--- src/rtl/led_seq_ctrl_pkg.sv ---
// Shared definitions for the LED pattern sequencer: mode/state encodings and
// the prescaler limit formula.
package led_seq_ctrl_pkg;

   typedef enum logic [1:0] {
      MODE_ROT_L  = 2'd0,
      MODE_ROT_R  = 2'd1,
      MODE_BOUNCE = 2'd2,
      MODE_FLASH  = 2'd3
   } mode_e;

   typedef enum logic [1:0] {
      ST_IDLE = 2'd0,
      ST_RUN  = 2'd1,
      ST_HOLD = 2'd2
   } state_e;

   // Each speed step scales the period by 4x; the fastest rate uses nb-6 bits.
   function automatic int unsigned seq_limit(input int unsigned nb, input int unsigned s);
      return (32'd1 << (nb - 2 * (3 - s))) - 32'd1;
   endfunction

endpackage

--- src/rtl/led_seq_prescaler.sv ---
// Step-rate prescaler: counts 0..LIMIT(speed) and flags a step on the last count.
module led_seq_prescaler
   import led_seq_ctrl_pkg::*;
#(
   parameter int NB_COUNTER = 16
) (
   input  logic       clock,
   input  logic       i_reset,
   input  logic       i_clr,
   input  logic       i_en,
   input  logic [1:0] i_speed,
   output logic       o_step
);

   logic [NB_COUNTER-1:0]      r_cnt;
   logic [3:0][NB_COUNTER-1:0] w_limits;
   logic [NB_COUNTER-1:0]      w_limit;

   for (genvar gi = 0; gi < 4; gi++) begin : g_lim
      assign w_limits[gi] = NB_COUNTER'(seq_limit(NB_COUNTER, gi));
   end

   assign w_limit = w_limits[i_speed];
   // >= so a live speed decrease past the current count steps immediately
   assign o_step  = i_en && (r_cnt >= w_limit);

   always_ff @(posedge clock or negedge i_reset) begin
      if (!i_reset)   r_cnt <= '0;
      else if (i_clr) r_cnt <= '0;
      else if (i_en)  r_cnt <= o_step ? '0 : r_cnt + 1'b1;
   end

endmodule

--- src/rtl/led_seq_ctrl.sv ---
// LED pattern sequencer: start/stop/hold FSM, latched pattern mode, and a
// registered pattern/direction driven by the prescaler step.
module led_seq_ctrl
   import led_seq_ctrl_pkg::*;
#(
   parameter int NB_LEDS    = 4,
   parameter int NB_COUNTER = 16
) (
   input  logic               clock,
   input  logic               i_reset,
   input  logic               i_start,
   input  logic               i_stop,
   input  logic               i_hold,
   input  logic [1:0]         i_mode,
   input  logic [1:0]         i_speed,
   output logic [NB_LEDS-1:0] o_led,
   output logic [NB_LEDS-1:0] o_led_b,
   output logic [NB_LEDS-1:0] o_led_g,
   output logic               o_dir,
   output logic               o_tick,
   output logic               o_busy
);

   state_e             r_state, w_state;
   mode_e              r_mode,  w_mode;
   logic [NB_LEDS-1:0] r_led,   w_led;
   logic               r_dir,   w_dir;
   logic               r_tick,  w_tick;
   logic               w_step, w_clr, w_en;

   // Stop/start override any step; hold in the same cycle also blocks counting.
   assign w_clr = i_stop | i_start;
   assign w_en  = (r_state == ST_RUN) && !i_hold && !w_clr;

   led_seq_prescaler #(.NB_COUNTER(NB_COUNTER)) u_presc (
      .clock   (clock),
      .i_reset (i_reset),
      .i_clr   (w_clr),
      .i_en    (w_en),
      .i_speed (i_speed),
      .o_step  (w_step)
   );

   always_ff @(posedge clock or negedge i_reset) begin
      if (!i_reset) begin
         r_state <= ST_IDLE;
         r_mode  <= MODE_ROT_L;
         r_led   <= '0;
         r_dir   <= 1'b0;
         r_tick  <= 1'b0;
      end else begin
         r_state <= w_state;
         r_mode  <= w_mode;
         r_led   <= w_led;
         r_dir   <= w_dir;
         r_tick  <= w_tick;
      end
   end

   always_comb begin
      w_state = r_state;
      w_mode  = r_mode;
      w_led   = r_led;
      w_dir   = r_dir;
      w_tick  = 1'b0;
      if (i_stop) begin
         w_state = ST_IDLE;
         w_led   = '0;
         w_dir   = 1'b0;
      end else if (i_start) begin
         w_state = ST_RUN;
         w_mode  = mode_e'(i_mode);
         w_dir   = 1'b0;
         case (mode_e'(i_mode))
            MODE_ROT_R: begin
               w_led = {1'b1, {(NB_LEDS-1){1'b0}}};
               w_dir = 1'b1;
            end
            MODE_FLASH: w_led = '1;
            default:    w_led = NB_LEDS'(1);
         endcase
      end else begin
         case (r_state)
            ST_RUN: begin
               if (i_hold) begin
                  w_state = ST_HOLD;
               end else if (w_step) begin
                  w_tick = 1'b1;
                  case (r_mode)
                     MODE_ROT_L: w_led = {r_led[NB_LEDS-2:0], r_led[NB_LEDS-1]};
                     MODE_ROT_R: w_led = {r_led[0], r_led[NB_LEDS-1:1]};
                     MODE_FLASH: w_led = ~r_led;
                     default: begin
                        // Direction flips when leaving an end LED
                        if (!r_dir && r_led[NB_LEDS-1]) begin
                           w_dir = 1'b1;
                           w_led = r_led >> 1;
                        end else if (r_dir && r_led[0]) begin
                           w_dir = 1'b0;
                           w_led = r_led << 1;
                        end else begin
                           w_led = r_dir ? (r_led >> 1) : (r_led << 1);
                        end
                     end
                  endcase
               end
            end
            ST_HOLD: if (!i_hold) w_state = ST_RUN;
            default: ;
         endcase
      end
   end

   assign o_led   = r_led;
   assign o_dir   = r_dir;
   assign o_tick  = r_tick;
   assign o_busy  = (r_state != ST_IDLE);
   assign o_led_b = r_dir ? '0 : r_led;
   assign o_led_g = r_dir ? r_led : '0;

endmodule

--- config.mk ---
export PLATFORM = sky130hd
export DESIGN_NAME = led_seq_ctrl
export DESIGN_NICKNAME = d
export VERILOG_FILES = /design/src/rtl/led_seq_ctrl_pkg.sv /design/src/rtl/led_seq_prescaler.sv /design/src/rtl/led_seq_ctrl.sv
export SDC_FILE = /design/constraint.sdc
export NUM_CORES = 1
export LEC_CHECK = 0
export CORE_UTILIZATION = 45
export DETAILED_ROUTE_END_ITERATION = 16
export PLACE_DENSITY = 0.67
export SYNTH_ARGS = -nofsm -noshare
export SYNTH_HDL_FRONTEND = slang
export SYNTH_SLANG_ARGS = --single-unit
--- constraint.sdc ---
create_clock -name clock -period 2.25 [get_ports clock]
set_input_delay 0.45 -clock clock [delete_from_list [all_inputs] [get_ports clock]]
set_output_delay 0.45 -clock clock [all_outputs]
set_load 0.01 [all_outputs]
==> impl_summary.md <==
Logic synthesis
The post-synthesis area per instance is 8.66 um2. Of the total synthesized cell area, the portion taken by full adders, half adders and majority gates is 5.93%. The number of flops mapped to enable cells by yosys is 0. In this run, synthesis produced a sequential element count of 26. The share of the synthesized netlist area taken by xor and xnor gates is 6.23%. The main combinational cell family by area after synthesis is simple AND/OR/NAND/NOR gates.

The most common flop cell mapped by yosys is dfrtp_1. By area the synthesized netlist is led by dfrtp_1 39%, nor2_1 6.7%, ha_1 5.9%. For this run, the number of Yosys warnings is 0.

dfrtp_1 takes more of the synthesized area than any other cell. The cell count after synthesis came out at 195. The distinct cell type count after synthesis is 35. Of all flip-flops after synthesis, the portion carrying an async set or reset was 100%.

The net count after synthesis is 212. Of the synthesized area, sequential elements account for 38.5%. The share of the synthesized area in the top cell type is 38.5%. The proportion of synthesized area in mux cells is 4.67%. The post-synth design cell area is 1690 um2.

Summing the areas of all and, or, nand and nor instances in the mapped netlist gives 27.8% of the synthesized area. Summing the areas of all compound-gate instances in the mapped netlist gives 13.6% of the synthesized area.

Power
The total power density per cell area is 492 nW/um2. The worst ir drop on vdd is 391 uV. The reported leakage power is 0.896 nW.

Timing
The final number of hold-violating endpoints came to 0. The final-report setup violation count is 0. The ratio of final minimum period to clock period is 95.7%. Setup repair after global routing could not meet its margin everywhere. The maximum clock rate is 0.465 GHz.

The count of final max-slew check failures is 0. The post-layout minimum cycle time is 2150 ps. The final setup skew is 7.81 ps. Headroom to the max-slew limit came out at 74.4%.

For the pin with the worst max-slew slack, the measured transition is 383 ps. The final hold slack is 541 ps.

Worst setup path
The data arrival time at the worst-slack endpoint is 2300 ps. The top fanout value on the critical path is 3. The critical-path cell with the highest stage delay is dfrtp_1. In this design, the stage delay of the slowest critical-path cell is 460 ps. The endpoint kind of the worst setup timing path is a flip-flop. The number of buffer and inverter stages on the critical path is 1. The most frequent cell on the critical path is a211oi_4.

The data required time of the critical path is 2400 ps. The startpoint type of the worst setup path is a flip-flop. The critical path is of the reg -> reg type. The critical path goes through ha_4, nand4_1, buf_4, a211oi_4, a211oi_4, nor4_2, mux2_1. The category of cells accounting for the largest share of critical-path delay is flip-flops.

Job
The number of max-cap violations is 0.

Floorplanning
Measured along the y axis, the die boundary spans 63.2 um. The floorplan step defined a core boundary enclosing 3470 um2. The die covers 4000 um2. For this design the top-level I/O count stands at 24. From left edge to right edge, the die measures 63.2 um.

Row generation in the floorplan step produced 21 rows. The initial standard-cell utilization of the core is 48.7%.

Finish
The top cell types in the final layout, fill and taps aside, are 30 x nor2_1, 26 x dfrtp_1, 21 x clkdlybuf4s50_1. From synthesis to final layout, the design area changed by 25.4%. The number of diodes added for antenna fixing is 0. The most common cell after layout, fill and taps aside is nor2_1. The footprint of the multi-input gates is 1030 um2. The number of filler cells placed in the layout is 295. The ratio of cells with drive above 1 in the final layout is 15.1%. After routing the design area is 2120 um2.

Summing all flip-flop and latch instances after layout gives 651 um2. The final layout contains 243 nets. Once layout is complete, the utilization of the core stands at 61.0%.

Global routing
Global routing finished with a remaining overflow of 0. The overall fraction of global-route tracks in use is 20.5%. Entering global routing, the biggest net connects 27 pins. The via count of the first global-routing pass came to 1438. The initial antenna violation count is 0. The first global-routing pass estimated 6.60 mm of wire.

CTS
TritonCTS created 3 clock buffers. The number of buffers between clock root and the deepest sink is 2. The number of sinks on the clock net is 26. The cell at the root of the clock tree is clkbuf_8.

In this run the number of H-tree levels came out at 1. In this run, post-CTS hold repair placed 0 buffers. The clock reaches the later pin of the worst-skew pair after 270 ps.

The CTS tree is built. Buffers added to address setup during post-CTS repair amount to 0. The CTS clock-pin slew for the worst setup and hold paths is 100 ps.

Outcome
The flow ran to the end, and the final reports show no timing, DRC or antenna violations.

Placed design
The instance area at placement is 2030 um2. The final HPWL from detailed placement is 2.75 mm. In this run the tool buffered the top-level ports with 23 buffer cells. The congestion estimate from routability-driven global placement came to 0.856.

Detailed routing
The total routed wirelength is 3.69 mm. Detailed routing placed a total of 1.80 mm of wire on met2. In this run the top signal layer used is met4. The detailed-route vias per instance is 5.54. The iteration count of the initial detailed-routing pass is 4. In the detailed route, the total length drawn on met3 is 119 um.

After detailed routing, the average wire length per cell comes to 13.6 um. After detailed routing, the wire length on met1 is 1.75 mm. The total number of vias is 1500. The violation count after the first detailed-routing iteration is 90. The count of nets left with antenna violations once routing finished came out at 0.

In the routed design, unresolved DRC markers number 0.

Hold path
The worst hold path belongs to the class in -> async.
[synth_stat cells (all sizes together), types with 2 or more instances]
cell type,instances
a211oi,7
a21oi,13
a221oi,2
and2,5
buf,2
clkbuf,6
dfrtp,26
ha,8
inv,6
mux2,7
nand2,18
nand2b,8
nand3,7
nand4,5
nor2,30
nor2b,10
nor3,5
o211ai,2
o21ai,5
or2,2
xnor2,3
xor2,9
[cell type report]
type / instances / area share, %
Inverter: 6 / 1.06
Clock buffer: 4 / 2.60
Multi-Input combinational cell: 155 / 48.6
Sequential cell: 26 / 30.8
Tap cell: 46 / 2.72
Timing Repair Buffer: 34 / 14.3
[sequential cells by signal (all words and copies together), names as in the netlist]
name,flops
o_dir,1
o_led,4
o_tick,1
u_presc.r_cnt,16
r_mode,2
r_state,2
[kinds of logic after synthesis]
| kind of cell | count (synthesis) |
|---|---|
| adders and majority gates | 8 |
| DFF | 26 |
| buffers and inverters | 14 |
| xor gates and xnor gates | 12 |
| AOI/OAI and AO/OA | 33 |
| and+or+nand+nor | 95 |
| muxes | 7 |
[power by group]
group	total, mW	internal (mW)	leakage (nW)	switching (mW)
combinational	0.220	0.114	0.514	0.106
sequential	0.518	0.484	0.353	0.0337
clock	0.303	0.156	0.0288	0.147
[per-layer routing]
layer	global-route usage, %	vias to the layer above
li1	-	730
met1	27.0	735
met2	35.8	33
met3	2.72	2
met4	4.26	0
met5	0	-
[metrics by stage]
stage          setup TNS, ps  cells  power [mW]  worst slack [ps]
2_1_floorplan              0    195       0.640              57.5
3_3_place_gp           -6790    268       0.741              -434
3_5_place_dp           -8310    268       0.746              -513
4_1_cts                    0    271        1.04              23.0
5_1_grt                -14.3    271        1.10             -14.3
6_report                   0    271        1.04              97.3
[timing repair]
item,4_1_cts,5_1_grt
pin swaps,4,3
gates resized for setup,7,6
cloned,0,0
endpoints found under the setup margin,21,20
[worst register-to-register path: stages, from the launching register on]
cell and delay, ps:
dfrtp_1 460, ha_4 300, nand4_1 130, buf_4 180
a211oi_4 200, a211oi_4 120, nor4_2 300, mux2_1 350
[path summary, 6_finish.rpt]
path / from / to / slack [ps] / depth (start not counted)
setup / recovery: u_presc.r_cnt[14] / o_dir / 100 / 7
hold / removal: i_reset / u_presc.r_cnt[6] / 540 / 2
setup reg to reg: u_presc.r_cnt[14] / o_dir / 100 / 7
hold reg to reg: u_presc.r_cnt[7] / u_presc.r_cnt[7] / 560 / 2
max in group asynchronous: i_reset / o_led[0] / 1460 / 2
min in group clock: u_presc.r_cnt[7] / u_presc.r_cnt[7] / 560 / 2
(Power assumes the default switching activity.)
